**src/rtl/hazard_pkg.sv**
```systemverilog
// hazard_pkg: shared constants, scoreboard entry type and helpers for the hazard controller
package hazard_pkg;
  localparam logic [1:0] TUSE_NONE = 2'd3;
  localparam logic [1:0] TNEW_NONE = 2'd3;
  localparam logic [1:0] FWD_RF = 2'd0;
  localparam logic [1:0] FWD_E = 2'd1;
  localparam logic [1:0] FWD_M = 2'd2;
  localparam logic [1:0] FWD_W = 2'd3;
  typedef struct packed {
    logic       valid;
    logic [4:0] wa;
    logic [1:0] tnew;
    logic [4:0] rs;
    logic [4:0] rt;
    logic [1:0] tuse_rs;
    logic [1:0] tuse_rt;
  } sb_entry_t;
  function automatic logic hit(sb_entry_t x, logic [4:0] r);
    return x.valid && x.wa == r && r != 5'd0 && x.tnew != TNEW_NONE;
  endfunction
  function automatic sb_entry_t age(sb_entry_t x);
    sb_entry_t y;
    y = x;
    y.tnew = (x.tnew == TNEW_NONE || x.tnew == 2'd0) ? x.tnew : x.tnew - 2'd1;
    return y;
  endfunction
endpackage

```
**src/rtl/hazard_if.sv**
```systemverilog
// hazard_if: D/E-stage hazard request signals and controller responses
interface hazard_if;
  logic [4:0] d_rs, d_rt, d_wa;
  logic [1:0] d_tuse_rs, d_tuse_rt, d_tnew;
  logic       d_md_use, e_md_start, e_md_div;
  logic       stall;
  logic [1:0] fwd_rs_d, fwd_rt_d, fwd_rs_e, fwd_rt_e;
  logic       fwd_rt_m, md_busy;
  modport master (
    output d_rs, d_rt, d_wa, d_tuse_rs, d_tuse_rt, d_tnew, d_md_use, e_md_start, e_md_div,
    input  stall, fwd_rs_d, fwd_rt_d, fwd_rs_e, fwd_rt_e, fwd_rt_m, md_busy
  );
  modport slave (
    input  d_rs, d_rt, d_wa, d_tuse_rs, d_tuse_rt, d_tnew, d_md_use, e_md_start, e_md_div,
    output stall, fwd_rs_d, fwd_rt_d, fwd_rs_e, fwd_rt_e, fwd_rt_m, md_busy
  );
endinterface

```
**src/rtl/hazard_match.sv**
```systemverilog
// hazard_match: one operand against the E/M/W scoreboard, giving stall need and forwarding source
module hazard_match
  import hazard_pkg::*;
(
  input  logic [4:0] r,
  input  logic [1:0] tuse,
  input  sb_entry_t  e,
  input  sb_entry_t  m,
  input  sb_entry_t  w,
  output logic       stall,
  output logic [1:0] fwd
);
  logic he, hm, hw, unused_bits;
  always_comb begin
    he = hit(e, r);
    hm = hit(m, r);
    hw = hit(w, r);
    stall = tuse != TUSE_NONE && ((he && e.tnew > tuse) || (hm && m.tnew > tuse));
    fwd = he ? (e.tnew == 2'd0 ? FWD_E : FWD_RF) :
          hm ? (m.tnew == 2'd0 ? FWD_M : FWD_RF) :
          hw ? (w.tnew == 2'd0 ? FWD_W : FWD_RF) : FWD_RF;
  end
  assign unused_bits = ^{e.rs, e.rt, e.tuse_rs, e.tuse_rt, m.rs, m.rt, m.tuse_rs, m.tuse_rt,
                         w.rs, w.rt, w.tuse_rs, w.tuse_rt};
endmodule

```
**src/rtl/hazard_ctrl.sv**
```systemverilog
// hazard_ctrl: scoreboard-driven stall, bubble and forwarding control with mult/div busy window
module hazard_ctrl
  import hazard_pkg::*;
#(
  parameter int MULT_CYCLES = 5,
  parameter int DIV_CYCLES = 10
) (
  input logic     clk,
  input logic     rst_n,
  hazard_if.slave hz
);
  localparam int CW = $clog2((MULT_CYCLES > DIV_CYCLES ? MULT_CYCLES : DIV_CYCLES) + 1);
  localparam sb_entry_t BUBBLE = '0;
  sb_entry_t e_q, m_q, w_q, d_ent;
  logic [CW-1:0] md_cnt;
  logic run, st_rs, st_rt, md_busy, unused_st_rs_e, unused_st_rt_e;
  always_comb begin
    d_ent = '{valid: 1'b1, wa: hz.d_wa, tnew: hz.d_tnew, rs: hz.d_rs, rt: hz.d_rt,
              tuse_rs: hz.d_tuse_rs, tuse_rt: hz.d_tuse_rt};
    md_busy = md_cnt != '0;
  end
  assign hz.md_busy = md_busy;
  assign hz.stall = run && (st_rs || st_rt || (hz.d_md_use && (md_busy || hz.e_md_start)));
  assign hz.fwd_rt_m = m_q.valid && hit(w_q, m_q.rt) && !(m_q.wa == m_q.rt && m_q.tnew != TNEW_NONE);
  hazard_match u_rs_d (.r(hz.d_rs), .tuse(hz.d_tuse_rs), .e(e_q), .m(m_q), .w(w_q),
                       .stall(st_rs), .fwd(hz.fwd_rs_d));
  hazard_match u_rt_d (.r(hz.d_rt), .tuse(hz.d_tuse_rt), .e(e_q), .m(m_q), .w(w_q),
                       .stall(st_rt), .fwd(hz.fwd_rt_d));
  hazard_match u_rs_e (.r(e_q.rs), .tuse(e_q.tuse_rs), .e(BUBBLE), .m(m_q), .w(w_q),
                       .stall(unused_st_rs_e), .fwd(hz.fwd_rs_e));
  hazard_match u_rt_e (.r(e_q.rt), .tuse(e_q.tuse_rt), .e(BUBBLE), .m(m_q), .w(w_q),
                       .stall(unused_st_rt_e), .fwd(hz.fwd_rt_e));
  always_ff @(posedge clk or negedge rst_n)
    if (!rst_n) begin
      e_q <= BUBBLE;
      m_q <= BUBBLE;
      w_q <= BUBBLE;
      md_cnt <= '0;
      run <= 1'b0;
    end else begin
      run <= 1'b1;
      e_q <= hz.stall ? BUBBLE : d_ent;
      m_q <= age(e_q);
      w_q <= age(m_q);
      md_cnt <= hz.e_md_start ? (hz.e_md_div ? CW'(DIV_CYCLES) : CW'(MULT_CYCLES)) :
                md_cnt - CW'(md_busy);
    end
endmodule

```
**src/flat_wrapper.sv**
```systemverilog
// flat-port wrapper written by rule: the top's interface ports become plain ports
module hazard_ctrl_flat import hazard_pkg::*;
#(
  parameter int MULT_CYCLES = 5,
  parameter int DIV_CYCLES = 10
)
  (clk, rst_n, hz_d_rs, hz_d_rt, hz_d_wa, hz_d_tuse_rs, hz_d_tuse_rt, hz_d_tnew, hz_d_md_use, hz_e_md_start, hz_e_md_div, hz_stall, hz_fwd_rs_d, hz_fwd_rt_d, hz_fwd_rs_e, hz_fwd_rt_e, hz_fwd_rt_m, hz_md_busy);
  hazard_if hz_i ();
  input logic clk;
  input logic rst_n;
  input wire logic [$bits(hz_i.d_rs)-1:0] hz_d_rs;
  input wire logic [$bits(hz_i.d_rt)-1:0] hz_d_rt;
  input wire logic [$bits(hz_i.d_wa)-1:0] hz_d_wa;
  input wire logic [$bits(hz_i.d_tuse_rs)-1:0] hz_d_tuse_rs;
  input wire logic [$bits(hz_i.d_tuse_rt)-1:0] hz_d_tuse_rt;
  input wire logic [$bits(hz_i.d_tnew)-1:0] hz_d_tnew;
  input wire logic [$bits(hz_i.d_md_use)-1:0] hz_d_md_use;
  input wire logic [$bits(hz_i.e_md_start)-1:0] hz_e_md_start;
  input wire logic [$bits(hz_i.e_md_div)-1:0] hz_e_md_div;
  output wire logic [$bits(hz_i.stall)-1:0] hz_stall;
  output wire logic [$bits(hz_i.fwd_rs_d)-1:0] hz_fwd_rs_d;
  output wire logic [$bits(hz_i.fwd_rt_d)-1:0] hz_fwd_rt_d;
  output wire logic [$bits(hz_i.fwd_rs_e)-1:0] hz_fwd_rs_e;
  output wire logic [$bits(hz_i.fwd_rt_e)-1:0] hz_fwd_rt_e;
  output wire logic [$bits(hz_i.fwd_rt_m)-1:0] hz_fwd_rt_m;
  output wire logic [$bits(hz_i.md_busy)-1:0] hz_md_busy;
  assign hz_i.d_rs = hz_d_rs;
  assign hz_i.d_rt = hz_d_rt;
  assign hz_i.d_wa = hz_d_wa;
  assign hz_i.d_tuse_rs = hz_d_tuse_rs;
  assign hz_i.d_tuse_rt = hz_d_tuse_rt;
  assign hz_i.d_tnew = hz_d_tnew;
  assign hz_i.d_md_use = hz_d_md_use;
  assign hz_i.e_md_start = hz_e_md_start;
  assign hz_i.e_md_div = hz_e_md_div;
  assign hz_stall = hz_i.stall;
  assign hz_fwd_rs_d = hz_i.fwd_rs_d;
  assign hz_fwd_rt_d = hz_i.fwd_rt_d;
  assign hz_fwd_rs_e = hz_i.fwd_rs_e;
  assign hz_fwd_rt_e = hz_i.fwd_rt_e;
  assign hz_fwd_rt_m = hz_i.fwd_rt_m;
  assign hz_md_busy = hz_i.md_busy;
  hazard_ctrl #(.MULT_CYCLES(MULT_CYCLES), .DIV_CYCLES(DIV_CYCLES)) u_core (.clk(clk), .rst_n(rst_n), .hz(hz_i));
endmodule
```
**config.mk**
```make
export PLATFORM = sky130hd
export DESIGN_NAME = hazard_ctrl_flat
export DESIGN_NICKNAME = d
export VERILOG_FILES = /design/src/rtl/hazard_pkg.sv /design/src/rtl/hazard_if.sv /design/src/rtl/hazard_match.sv /design/src/rtl/hazard_ctrl.sv /design/src/flat_wrapper.sv
export SDC_FILE = /design/constraint.sdc
export NUM_CORES = 1
export LEC_CHECK = 0
export BUFFER_PORTS_ARGS = -buffer_cell sky130_fd_sc_hd__buf_4
export CAP_MARGIN = 40
export CORE_MARGIN = 8
export CORE_UTILIZATION = 58
export DETAILED_ROUTE_END_ITERATION = 6
export GPL_TIMING_DRIVEN = 0
export HOLD_SLACK_MARGIN = 0.02
export PLACE_DENSITY = 0.8
export SLEW_MARGIN = 25
export SYNTH_ARGS = -nofsm -noshare
export SYNTH_HDL_FRONTEND = slang
export SYNTH_SLANG_ARGS = --single-unit
```
**constraint.sdc**
```tcl
create_clock -name clk -period 6 [get_ports clk]
set_input_delay 1.2 -clock clk [delete_from_list [all_inputs] [get_ports clk]]
set_output_delay 1.2 -clock clk [all_outputs]
set_load 0.02 [all_outputs]
```
# Yosys cells after proc, flatten, opt, wreduce, memory -nomap -nowiden
# Index checks and enable logic that the tools add are counted.
[totals] mem_count=0 elab_cells=119 reg_bits=44 mem_bits_ro=0 ramBits=0 latchBits=0
[classes] n_shift=0 mux=18 mul=0 div_mod_pow=0 bitwise_logic=0 add_sub_neg=3 n_reduce_logical=61 n_lt_le_gt_ge=4 eq_ne=19
[ops] operator="== test 5 bit" n=12
[ops] operator="logical AND 1 bit" n=44
[ops] operator="2-to-1 mux 2 bit" n=14
[ops] operator="nonzero test 5 bit" n=5
[ops] operator="2-to-1 mux 22 bit" n=1
[ops] operator="!= test 2 bit, second input constant" n=5
[ops] operator="greater-than comparator 2 bit" n=4
[ops] operator="2-to-1 mux 4 bit" n=2
[ops] operator="logical OR 1 bit" n=7
[ops] operator="zero test 2 bit" n=3
[ops] operator="== test 2 bit, second input constant" n=2
[ops] operator="nonzero test 4 bit" n=1
[ops] operator="subtractor 2 x 1 -> 2 bit, second input constant" n=2
[ops] operator="subtractor 4 x 1 -> 4 bit" n=1
[ops] operator="zero test 1 bit" n=1
[ops] operator="2-to-1 mux 1 bit" n=1

# Depth between registers and ports, before layout
[logic_depth] ltp_word=11 depth_mapped=9

# Hierarchy
# Synthesis repeated with hierarchy kept, for this count alone.
[unflattened] cells_unflattened=343 area_unflattened_um2=3753.6
[by_module_without_submodules] module="hazard_ctrl" instances=1 area_each_um2=2327.2 seq_area_each_um2=1776.7 cells_each=139
[by_module_without_submodules] module="hazard_match" instances=4 area_each_um2=356.6 seq_area_each_um2=0.0 cells_each=51

# Worst setup path before layout
# OpenSTA, ideal clock, no wires.
[synth_path] kind="input to output" from="input port hz_d_tuse_rt[1]" to="output port hz_stall" arrival_time_ns=2.526 stages=7 n_path_buf=0 path_slack_ns=2.274 cell_sequence="inv_1 -> ha_1 -> or2b_2 -> a222oi_1 -> a41o_1 -> or2_2 -> o21a_1"
[synth_via] elab_chain_len=7 word_cells_on_any_way=10 cone_classes="order compare: 2; eq/ne: 1; reduce/logical: 7"
[synth_lines] element="start: declaration" line_no="flat_wrapper.sv:15" rtl="input wire logic [$bits(hz_i.d_tuse_rt)-1:0] hz_d_tuse_rt;"
[synth_lines] element="greater-than comparator 2 bit" line_no="hazard_match.sv:18" rtl="stall = tuse != TUSE_NONE && ((he && e.tnew > tuse) || (hm && m.tnew > tuse));"
[synth_lines] element="logical AND 1 bit" line_no="hazard_match.sv:18"
[synth_lines] element="logical OR 1 bit" line_no="hazard_match.sv:18"
[synth_lines] element="logical AND 1 bit (*)" line_no="hazard_match.sv:18"
[synth_lines] element="logical OR 1 bit (*) (2 in series)" line_no="hazard_ctrl.sv:23" rtl="assign hz.stall = run && (st_rs || st_rt || (hz.d_md_use && (md_busy || hz.e_md_start)));"
[synth_lines] element="logical AND 1 bit (*)" line_no="hazard_ctrl.sv:23"
[synth_lines] element="end: declaration" line_no="flat_wrapper.sv:20" rtl="output wire logic [$bits(hz_i.stall)-1:0] hz_stall;"
# Mark *: on every way between the ends. The rest lies on a longest branch, timed or not.

# Worst setup path in the final report
[layout_path] from="input port hz_d_rt[0]" to="output port hz_stall"
[layout_via] elab_chain_len=10 word_cells_on_any_way=16 cone_classes="eq/ne: 2; reduce/logical: 14"
[layout_lines] element="start: declaration" line_no="flat_wrapper.sv:12" rtl="input wire logic [$bits(hz_i.d_rt)-1:0] hz_d_rt;"
[layout_lines] element="== test 5 bit" line_no="hazard_pkg.sv:19" rtl="return x.valid && x.wa == r && r != 5'd0 && x.tnew != TNEW_NONE;"
[layout_lines] element="logical AND 1 bit (3 in series)" line_no="hazard_pkg.sv:19"
[layout_lines] element="logical AND 1 bit" line_no="hazard_match.sv:18"
[layout_lines] element="logical OR 1 bit (*)" line_no="hazard_match.sv:18"
[layout_lines] element="logical AND 1 bit (*)" line_no="hazard_match.sv:18"
[layout_lines] element="logical OR 1 bit (*) (2 in series)" line_no="hazard_ctrl.sv:23"
[layout_lines] element="logical AND 1 bit (*)" line_no="hazard_ctrl.sv:23"
# Marks and branches as above.

==> results.md <==
* Status: finished clean
* Max Fclk at between 200 and 250 MHz
* Final nets at 359
* Power, Total at 715 uW
* Slew of the pin with the lowest slew margin at 714 ps
* Commonest non-fill, non-tap cell in the layout: dfrtp_1
* CTS resizes at 0
* Sequential share of power at 48.9%
* Critical Path Sink Type: output pin
* Worst Hold Depth at 0
* Comb power frac at between 20 and 30%
* RSZ-0062 raised after global routing: false
* Max Slew Vio Count at 0
* Tmin final at 4040 ps
* Routed wire length at 6.36 mm
* Clk Latency, worst-skew pair at 290 ps
* H-tree levels at 2
* Initial antenna violation count at 0
* Final Wtd Congestion at 0.917
* Die H at 86.1 microns
* Buffers on Ports at 30
* Async S/R FF share, synth at 100%
* Mux contribution to synthesized area at roughly 1.5%
* Pint at between 400 and 500 uW
* Syn-to-layout area delta at 13.6%
* TritonCTS clock tree: built
* Vias/cell at 5.53
* Starting density of the core at between 60% and 70%
* Power share of the clock group at 24.1%
* Seq/Total Area, Yosys at 38.6%
* Largest family of logic cells by synthesized area: XOR/XNOR gates
* Min-delay src: u_core.m_q[19]$_DFF_PN0_
* Syn avg cell area at 10.1 sq um
* RR Startpoint: u_core.m_q[15]$_DFF_PN0_
* Max-cap viol count at 0
* Die X at 86.1 microns
* Top_reg_cell synth: dfrtp_1
* Placed Area at 0.00316 sq mm
* Most frequent cells in the layout: 44 x dfrtp_1, 31 x inv_1, 31 x xor2_1, 31 x buf_4, 28 x xnor2_1
* Core ar. at 0.00472 sq mm
* Die area at around 0.0074 sq mm
* Final instance area at 0.00324 sq mm
* Via count at 2129
* Post-CTS Setup Inserts at 0
* DRC errors left at 0
* GRT Total Usage at around 18%
* Synth unique cells at 52
* Setup TNS at 0 ps
* Worst relative slew slack at a little over half
* Layout cells sized above 1 at 19.5%
* Hold EP: u_core.w_q[19]$_DFF_PN0_
* Mapped cell area at 0.00285 sq mm
* Routed length per instance at 16.5 microns
* Post-Synth Adder-Cell Area at 6.58%
* Site row count at 25
* Grt ovf at 0
* CP arrival at 2840 ps
* Net Switching at 225 uW
* First-pass GRT wire length at 10.5 mm
* Final cycle utilization of the critical path at 67.3%
* Clock Pin Slew Worst Setup and Hold Paths at 80 ps
* CTS max path bufs at 2
* Reg2Reg Depth at 8
* Crit path launch type: input pin
* Syn nets at 322
* Num CTS Buffers at 5
* DP Wirelength at 5.09 mm
* Crit Path Max Fanout at 5
* Synth Area in XOR/XNOR at between 15 and 20%
* Io pins at 37
* Critical R2R Capture: u_core.e_q[15]$_DFF_PN0_
* Violation count after the first detailed-route iteration at around 130
* Largest net degree at the start of global routing at 45
* EDFF count, synth at 0
* # diodes at 0
* Post-route ant nets at 0
* Yosys warns at 0
* Fin. Hold Viols at 0
* Vias in the first global route at ~2200
* DRT Pass-1 Iters at 4
* Syn Inst Count at 281
* Power per cell area at between 200 and 250 mW/mm^2
* Hold Buf Count CTS at 0
* Simple-Gate Fraction of Synth Area at 12.1%
* Leakage Power at between 1.5 and 2 nW
* Required time worst endpoint at 4800 ps
* Final setup vio count at 0
* Root Driver: clkbuf_8
* VDD IR max at around 0.00012 V
* R2R setup slack at 3500 ps
* Kind of critical path: input pin to output pin
* CTS Sinks at 44
* Yosys reg bits at 44
* Clock Skew at 4.05 ps
* Hold WC Path Type: register to register
* Sw frac at 31.4%
* Synth Area in Compound Gates at 14.4%
[flip-flops by register name, summed over array words and instances, names as in the netlist]
name,flops
u_core.run,1
u_core.w_q,8
u_core.e_q,18
u_core.m_q,13
u_core.md_cnt,4
[synth_stat cells (all sizes together) (2+ instances only)]
cell | n | area share [%]
dfrtp | 44 | 39
a222oi | 2 | 0.70
a22oi | 2 | 0.53
ha | 15 | 6.6
nand2 | 5 | 0.66
nor2 | 11 | 1.4
a21oi | 4 | 0.70
o21a | 3 | 0.79
xor2 | 31 | 9.5
a31oi | 2 | 0.44
xnor2 | 28 | 8.6
mux2 | 2 | 0.79
and3 | 2 | 0.44
nor4 | 8 | 1.8
nand4 | 8 | 1.8
a211oi | 17 | 6.2
o21ai | 2 | 0.35
a2111oi | 3 | 1.4
inv | 31 | 4.1
nand3 | 4 | 0.70
mux2i | 2 | 0.70
nor3 | 7 | 1.2
or2b | 2 | 0.57
a41o | 3 | 1.1
nor2b | 6 | 1.3
buf | 6 | 2.2
clkbuf | 14 | 1.9
[power groups by stage]
stage	Combinational, mW	Sequential, mW	Clock [mW]
2_1_floorplan	0.138	0.348	0
3_3_place_gp	0.186	0.354	0
3_5_place_dp	0.193	0.356	0
4_1_cts	0.194	0.350	0.176
5_1_grt	0.214	0.353	0.186
6_report	0.193	0.350	0.172
[worst max path at each step]
stage	to	from	slack, ps
2_1_floorplan	hz_stall	hz_d_tuse_rt[1]	2270
3_3_place_gp	hz_stall	hz_d_rt[0]	1940
3_5_place_dp	hz_stall	hz_d_rt[0]	1940
4_1_cts	hz_stall	hz_d_rt[0]	1930
5_1_grt	hz_stall	hz_d_rt[0]	1790
6_report	hz_stall	hz_d_rt[0]	1960
[logic make-up (layout without fill, tap and decap cells)]
group | count (synthesis) | after routing
other | 1 | 1
buffers and inverters | 52 | 89
AO/OA/AOI/OAI | 45 | 45
flip-flops | 44 | 44
XOR/XNOR | 59 | 59
multiplexers | 4 | 4
AND/OR/NAND/NOR | 61 | 61
adder cells (fa/ha/maj) | 15 | 15
[layer usage]
metal  wire (microns)  vias to the layer above  global-route usage [%]
li1                 -                     1030                       -
met1             2770                     1029                    21.9
met2             3160                       62                    31.6
met3              350                        8                    3.63
met4               78                        0                    5.41
met5                0                        -                       0
[layout make-up]
type                    count  area (sq um)
plain buffers              21           128
repair buffers             30           225
clock buffers               6          72.6
flip-flops and latches     44          1100
well taps                  67          83.8
inverters                  31           116
multi-input cells         185          1510
clock inverters             1          5.00
fillers                   383          1490
[per-stage QoR]
stage / hold slack (ps) / util [%] / worst slack (ps) / std cells
3_5_place_dp: 359 / 66.9 / 1940 / 378
3_3_place_gp: 351 / 66.9 / 1940 / 378
6_report: 373 / 68.6 / 1960 / 385
5_1_grt: 389 / 68.6 / 1790 / 385
2_1_floorplan: 349 / - / 2270 / 281
4_1_cts: 379 / 68.6 / 1930 / 385
[critical path, cell delays in order]
cell      delay [ps]
clkbuf_1         280
xor2_1           110
or3_1            350
nor4_1           450
or2_2            200
o21a_1           110
buf_4            130
Note: power is estimated with default switching activity, not from simulation.
